==> src/rtl/me_pkg.sv <==
// ---------------------------------------------------------------------------
// me_pkg
// Shared definitions for the motion-estimation frame scheduler:
//   ME_CORE_CYCLES : edges from core start to core completed
//   state_t        : scheduler FSM states
//   result_t       : one per-macroblock result as presented on res_data
// ---------------------------------------------------------------------------
package me_pkg;

   localparam int ME_CORE_CYCLES = 4111;

   typedef enum logic [2:0] {
      IDLE,
      LOAD,
      RUN,
      PUSH,
      CLEAR
   } state_t;

   // Packed MSB first: {mb_y, mb_x, motion_y, motion_x, best_dist}
   typedef struct packed {
      logic [3:0] mb_y;
      logic [3:0] mb_x;
      logic [3:0] motion_y;
      logic [3:0] motion_x;
      logic [7:0] best_dist;
   } result_t;

   localparam int RESULT_W = $bits(result_t);

endpackage

==> src/rtl/me_result_fifo.sv <==
// ---------------------------------------------------------------------------
// me_result_fifo
// Small synchronous FIFO for scheduler results. Storage is reset so that
// the head entry reads as zero straight after reset.
//   clock, reset : clock and asynchronous active-high reset
//   push_i       : write wdata_i (ignored while full, even if popping)
//   pop_i        : drop the head entry (ignored while empty)
//   wdata_i      : entry to write
//   rdata_o      : head entry
//   full_o       : DEPTH entries stored
//   empty_o      : no entries stored
//   count_o      : current occupancy
// ---------------------------------------------------------------------------
module me_result_fifo #(
   parameter int DEPTH = 2,
   parameter int WIDTH = 24
) (
   input  logic                     clock,
   input  logic                     reset,
   input  logic                     push_i,
   input  logic                     pop_i,
   input  logic [WIDTH-1:0]         wdata_i,
   output logic [WIDTH-1:0]         rdata_o,
   output logic                     full_o,
   output logic                     empty_o,
   output logic [$clog2(DEPTH):0]   count_o
);

   localparam int PTR_W = $clog2(DEPTH);
   localparam int CNT_W = PTR_W + 1;

   logic [PTR_W-1:0] wr_ptr_q;
   logic [PTR_W-1:0] rd_ptr_q;
   logic [CNT_W-1:0] count_q;
   logic [WIDTH-1:0] mem_q [DEPTH];
   logic             do_push;
   logic             do_pop;

   assign full_o  = (count_q == CNT_W'(DEPTH));
   assign empty_o = (count_q == '0);
   assign count_o = count_q;

   // Full is judged on the pre-pop occupancy: no write-through when full.
   assign do_push = push_i && !full_o;
   assign do_pop  = pop_i && !empty_o;

   genvar gi;
   generate
      for (gi = 0; gi < DEPTH; gi++) begin : g_entry
         always_ff @(posedge clock or posedge reset) begin
            if (reset) begin
               mem_q[gi] <= '0;
            end else if (do_push && (wr_ptr_q == PTR_W'(gi))) begin
               mem_q[gi] <= wdata_i;
            end
         end
      end
   endgenerate

   // DEPTH is a power of two, so pointer overflow is the modulo wrap.
   always_ff @(posedge clock or posedge reset) begin
      if (reset) begin
         wr_ptr_q <= '0;
         rd_ptr_q <= '0;
         count_q  <= '0;
      end else begin
         if (do_push) wr_ptr_q <= wr_ptr_q + 1'b1;
         if (do_pop)  rd_ptr_q <= rd_ptr_q + 1'b1;
         case ({do_push, do_pop})
            2'b10:   count_q <= count_q + 1'b1;
            2'b01:   count_q <= count_q - 1'b1;
            default: count_q <= count_q;
         endcase
      end
   end

   assign rdata_o = mem_q[rd_ptr_q];

endmodule

==> src/rtl/me_frame_scheduler.sv <==
// ---------------------------------------------------------------------------
// me_frame_scheduler
// Walks an MB_COLS x MB_ROWS macroblock grid in raster order. For each
// macroblock: ask the loader to fill the ROMs, run the ME core, capture its
// result and queue it in a result FIFO behind a valid/ready port.
//   clock, reset           : clock, asynchronous active-high reset
//   go_valid / go_ready    : frame request handshake (ready only in IDLE)
//   load_req / load_done   : loader handshake for macroblock (mb_x, mb_y)
//   mb_x, mb_y             : current macroblock index
//   me_start               : core start (low resets the core count)
//   me_completed, me_best_dist, me_motion_x, me_motion_y : core results
//   res_valid / res_ready / res_data : result stream
//   busy                   : not IDLE
//   frame_done             : one-cycle pulse after the last macroblock
// ---------------------------------------------------------------------------
module me_frame_scheduler
   import me_pkg::*;
#(
   parameter int MB_COLS    = 4,
   parameter int MB_ROWS    = 4,
   parameter int FIFO_DEPTH = 2
) (
   input  logic                clock,
   input  logic                reset,
   input  logic                go_valid,
   output logic                go_ready,
   output logic                load_req,
   input  logic                load_done,
   output logic [3:0]          mb_x,
   output logic [3:0]          mb_y,
   output logic                me_start,
   input  logic                me_completed,
   input  logic [7:0]          me_best_dist,
   input  logic [3:0]          me_motion_x,
   input  logic [3:0]          me_motion_y,
   output logic                res_valid,
   input  logic                res_ready,
   output logic [RESULT_W-1:0] res_data,
   output logic                busy,
   output logic                frame_done
);

   state_t     state_q, state_d;
   logic [3:0] mb_x_q, mb_x_d;
   logic [3:0] mb_y_q, mb_y_d;
   result_t    hold_q, hold_d;
   logic       frame_done_q, frame_done_d;

   logic                        fifo_push;
   logic                        fifo_pop;
   logic                        fifo_full;
   logic                        fifo_empty;
   logic [$clog2(FIFO_DEPTH):0] fifo_count;
   logic                        unused_fifo_count;

   logic last_x;
   logic last_y;

   assign last_x = (mb_x_q == 4'(MB_COLS - 1));
   assign last_y = (mb_y_q == 4'(MB_ROWS - 1));

   always_ff @(posedge clock or posedge reset) begin
      if (reset) begin
         state_q      <= IDLE;
         mb_x_q       <= '0;
         mb_y_q       <= '0;
         hold_q       <= '0;
         frame_done_q <= 1'b0;
      end else begin
         state_q      <= state_d;
         mb_x_q       <= mb_x_d;
         mb_y_q       <= mb_y_d;
         hold_q       <= hold_d;
         frame_done_q <= frame_done_d;
      end
   end

   always_comb begin
      state_d      = state_q;
      mb_x_d       = mb_x_q;
      mb_y_d       = mb_y_q;
      hold_d       = hold_q;
      frame_done_d = 1'b0;
      fifo_push    = 1'b0;
      case (state_q)
         IDLE: begin
            if (go_valid) begin
               mb_x_d  = '0;
               mb_y_d  = '0;
               state_d = LOAD;
            end
         end
         LOAD: begin
            if (load_done) state_d = RUN;
         end
         RUN: begin
            // Core outputs are sampled on this edge only; later changes on
            // the core bus are ignored.
            if (me_completed) begin
               hold_d.mb_y      = mb_y_q;
               hold_d.mb_x      = mb_x_q;
               hold_d.motion_y  = me_motion_y;
               hold_d.motion_x  = me_motion_x;
               hold_d.best_dist = me_best_dist;
               state_d          = PUSH;
            end
         end
         PUSH: begin
            // me_start stays high here so the core count is frozen while
            // waiting for FIFO space.
            if (!fifo_full) begin
               fifo_push = 1'b1;
               state_d   = CLEAR;
            end
         end
         CLEAR: begin
            if (last_x) begin
               mb_x_d = '0;
               if (last_y) begin
                  mb_y_d       = '0;
                  frame_done_d = 1'b1;
                  state_d      = IDLE;
               end else begin
                  mb_y_d  = mb_y_q + 4'd1;
                  state_d = LOAD;
               end
            end else begin
               mb_x_d  = mb_x_q + 4'd1;
               state_d = LOAD;
            end
         end
         default: state_d = IDLE;
      endcase
   end

   me_result_fifo #(
      .DEPTH (FIFO_DEPTH),
      .WIDTH (RESULT_W)
   ) u_fifo (
      .clock   (clock),
      .reset   (reset),
      .push_i  (fifo_push),
      .pop_i   (fifo_pop),
      .wdata_i (hold_q),
      .rdata_o (res_data),
      .full_o  (fifo_full),
      .empty_o (fifo_empty),
      .count_o (fifo_count)
   );

   // Occupancy is only of interest for debug at this level.
   assign unused_fifo_count = ^fifo_count;

   assign fifo_pop   = res_valid && res_ready;
   assign res_valid  = !fifo_empty;
   assign go_ready   = (state_q == IDLE);
   assign busy       = (state_q != IDLE);
   assign load_req   = (state_q == LOAD);
   assign me_start   = (state_q == RUN) || (state_q == PUSH);
   assign mb_x       = mb_x_q;
   assign mb_y       = mb_y_q;
   assign frame_done = frame_done_q;

endmodule

==> config.mk <==
export PLATFORM = sky130hd
export DESIGN_NAME = me_frame_scheduler
export DESIGN_NICKNAME = d
export VERILOG_FILES = /design/src/rtl/me_pkg.sv /design/src/rtl/me_result_fifo.sv /design/src/rtl/me_frame_scheduler.sv
export SDC_FILE = /design/constraint.sdc
export NUM_CORES = 1
export LEC_CHECK = 0
export ABC_AREA = 1
export BUFFER_PORTS_ARGS = -buffer_cell sky130_fd_sc_hd__clkbuf_2
export CORE_MARGIN = 4
export CORE_UTILIZATION = 38
export CTS_BUF_LIST = sky130_fd_sc_hd__clkbuf_8
export DETAILED_ROUTE_END_ITERATION = 7
export PLACE_DENSITY_LB_ADDON = 0.3
export RECOVER_POWER = 50
export SLEW_MARGIN = 10
export SYNTH_ARGS = -nofsm -noshare
export SYNTH_HDL_FRONTEND = slang
export SYNTH_SLANG_ARGS = --single-unit
==> constraint.sdc <==
create_clock -name clock -period 4.5 [get_ports clock]
set_clock_uncertainty 0.1 [all_clocks]
set_input_delay 0.45 -clock clock [delete_from_list [all_inputs] [get_ports clock]]
set_output_delay 0.45 -clock clock [all_outputs]
set_load 0.05 [all_outputs]
==> summary.txt <==
Status: complete, no violations
Share of layout cells above drive strength 1: 13.9%
Origin of the critical flop-to-flop path: state_q[1]
Unrepaired setup endpoints after global routing: false
Leakage: 2.29 nW
CTS tree: built
Switching part of the total: 47.4%
Slew HR: 3.93%
Vias per cell: 4.60
Final #Nets: 547
Clock-pin transition on the worst setup and hold timing paths: 0.09 ns
Num Clock Sinks: 88
Routed vias: 3,035
Post-detail-place hpwl: 5.53 mm
Non-filler instance count after layout: 660
CP Capture Type: flip-flop
Period minus WS final: 2.78 ns
Core Box Area: 0.00991 mm^2
Gate power share: 42.2%
# rows: 36
Number of global-route vias before repair: 2,890
Critical Path RT: 4.59 ns
Top Ports: 60
Routed Antenna Nets: 0
Clock latency on the worst-skew pair: 0.36 ns
FMAX: 0.359 GHz
Fin. max-slew vios: 0
Clock Power Share: 18.5%
GRT overflow: 0
Clock buffer depth: 2
Syn_nets: 498
Post-Syn Area: 0.00391 mm^2
Global placer's final weighted congestion: 0.785
Worst Hold Class: in -> reg
Fillers: 1,034
Seq pwr share: 39.3%
Pwr/cell area: 721 mW/mm^2
Synthesized netlist cell count: 473
CP endpoint: u_fifo.mem_q[45]
CTS Buf Count: 9
Worst vdd rail ir drop: 0.230 mV
Period utilization: 61.8%
Worst r2r dst: u_fifo.mem_q[45]
Fin area: 0.00448 mm^2
Final setup viols: 0
Hold Buf Count CTS: 0
Die H: 109 um
Final Total Pwr: 3.23 mW
Netlist cell types: 24
Fin. Hold Viols: 0
Register area share after synthesis: 56.3%
Initial Utilization: 39.4%
Total track usage: 14.8%
Max Cap Viol: 0
R2R Setup Slk: 1.72 ns
Placed Area: 0.00428 mm^2
Post_cts resized: 0
NetSw: 1.53 mW
DRT Pass-1 Iters: 7
DRT Wirelength: 8.22 mm
Startpoint class of the critical path: flip-flop
WS Path Type: reg -> reg
Synthesized area per cell: 8.26 um^2
Setup Fix Bufs, Post-CTS: 0
Cell internal pwr: 1.70 mW
H-tree lvl count: 3
WP data arrival: 2.87 ns
Synthesized flop and latch total: 88
Crit path from: state_q[1]
IO Port Bufs: 59
Clk root buf: clkbuf_8
Area grow syn2layout: 14.6%
# diodes: 0
Reg2reg path depth: 5
Placed Instances: 644
Synth warn: 0
Die Area: 0.0120 mm^2
Initial antenna violation count: 0
Actual slew at the worst max-slew pin: 1.43 ns
DR iter-0 viols: 160
WL/cell: 12.4 um
Worst-path fanout max: 48
First-pass GRT wire length: 13.8 mm
Final TNS setup: 0 ns
DR DRC count: 0
Die W: 109 um
Largest net degree at the start of global routing: 57
[flip-flops by register name (all words and copies together), names as in the netlist]
signal / flops
frame_done: 1
mb_y: 4
hold_q: 24
u_fifo.mem_q: 48
u_fifo.wr_ptr_q: 1
u_fifo.rd_ptr_q: 1
state_q: 3
mb_x: 4
u_fifo.count_o: 2
[routing by layer]
metal	GRT usage, %	share of wire, %
met5	0	0
met4	5.08	1.5
met3	3.64	4.8
met2	22.2	45
met1	20.9	49
[cell usage after synthesis]
cell / count / area [um^2]
a21oi_1: 2 / 10.0
buf_2: 8 / 40.0
buf_6: 3 / 33.8
clkbuf_1: 12 / 45.0
dfrtp_1: 88 / 2200
ha_1: 3 / 37.5
inv_1: 64 / 240
inv_2: 1 / 3.75
nand2_1: 148 / 556
nand2_2: 1 / 6.26
nand3_1: 8 / 40.0
nand3b_1: 1 / 7.51
nand4_1: 1 / 6.26
nor2_1: 15 / 56.3
nor2_2: 2 / 12.5
nor2_4: 1 / 11.3
nor3_1: 3 / 15.0
o21ai_0: 85 / 425
o21ai_1: 18 / 90.1
o21bai_1: 1 / 7.51
o22ai_1: 1 / 6.26
or2_2: 2 / 12.5
xnor2_1: 2 / 17.5
xor2_1: 3 / 26.3
[cell families (layout without fill, tap and decap cells)]
| kind of cell | Yosys count | after routing | synth area share, % |
|---|---|---|---|
| AND/OR/NAND/NOR | 182 | 182 | 18.5 |
| XOR/XNOR | 5 | 5 | 1.12 |
| buffers and inverters | 88 | 142 | 9.28 |
| adder cells (fa/ha/maj) | 3 | 3 | 0.960 |
| flip-flops | 88 | 88 | 56.3 |
| AO/OA/AOI/OAI | 107 | 107 | 13.8 |
[critical path: stages (launching register included)]
cell,delay (ns)
dfrtp_1,0.48
nand2_1,0.07
nor2_1,0.15
nand2_1,0.58
nor2_4,1.00
o21ai_0,0.22
[worst min-delay path by stage]
stage	start	to	slack (ns)	cells past startpoint
final	me_best_dist[2]	hold_q[2]	0.21	3
after global routing	me_motion_x[1]	hold_q[9]	0.20	3
after CTS	reset	state_q[1]	0.02	2
after detailed placement	u_fifo.mem_q[9]	u_fifo.mem_q[9]	0.38	2
after global placement	u_fifo.mem_q[15]	u_fifo.mem_q[15]	0.36	2
after floorplan	u_fifo.mem_q[15]	u_fifo.mem_q[15]	0.35	2
[metrics by stage]
stage	util (%)	worst slack, ns	hold slack (ns)
2_1_floorplan	-	1.67	0.351
3_5_place_dp	43.2	2.06	0.381
6_report	45.2	1.72	0.212
3_3_place_gp	43.2	2.19	0.364
5_1_grt	45.2	1.39	0.196
4_1_cts	45.4	1.90	0.0180
[cells in the final DEF (no fill, tap or decap)]
| master | synthesis | layout |
|---|---|---|
| nor3_1 | 3 | 3 |
| nand3b_1 | 1 | 1 |
| xor2_1 | 3 | 3 |
| o21ai_0 | 85 | 85 |
| xnor2_1 | 2 | 2 |
| nand3_1 | 8 | 7 |
| or2_2 | 2 | 2 |
| nor2_1 | 15 | 16 |
| dfrtp_1 | 88 | 88 |
| o22ai_1 | 1 | 1 |
| a21oi_1 | 2 | 2 |
| inv_1 | 64 | 64 |
| clkbuf_2 | 0 | 50 |
| clkinvlp_2 | 0 | 1 |
| ha_1 | 3 | 3 |
| clkbuf_8 | 0 | 9 |
| bufinv_16 | 0 | 2 |
| nand2_1 | 148 | 149 |
| nand3_2 | 0 | 1 |
| clkinvlp_4 | 0 | 1 |
| clkinv_4 | 0 | 3 |
| nand4_1 | 1 | 1 |
| nor2_4 | 1 | 2 |
| o21ai_1 | 18 | 18 |
| inv_2 | 1 | 1 |
| o21bai_1 | 1 | 1 |
| clkbuf_1 | 12 | 10 |
| buf_4 | 0 | 1 |
[power by group through the flow]
| stage | Clock [mW] | Sequential [mW] | Combinational (mW) |
|---|---|---|---|
| 2_1_floorplan | 0 | 1.23 | 1.11 |
| 3_5_place_dp | 0 | 1.28 | 1.38 |
| 6_report | 0.599 | 1.27 | 1.36 |
| 3_3_place_gp | 0 | 1.27 | 1.36 |
| 4_1_cts | 0.616 | 1.27 | 1.39 |
| 5_1_grt | 0.649 | 1.31 | 1.52 |
[area by class of cell]
cell class | instances | area, um^2 | share of cell area, %
well taps | 133 | 166 | 3.72
inverters | 65 | 245 | 5.47
clock inverters | 7 | 97.6 | 2.18
clock buffers | 9 | 124 | 2.77
multi-input cells | 297 | 1350 | 30.1
flip-flops and latches | 88 | 2200 | 49.2
repair buffers | 61 | 295 | 6.59
(Power assumes the default switching activity.)
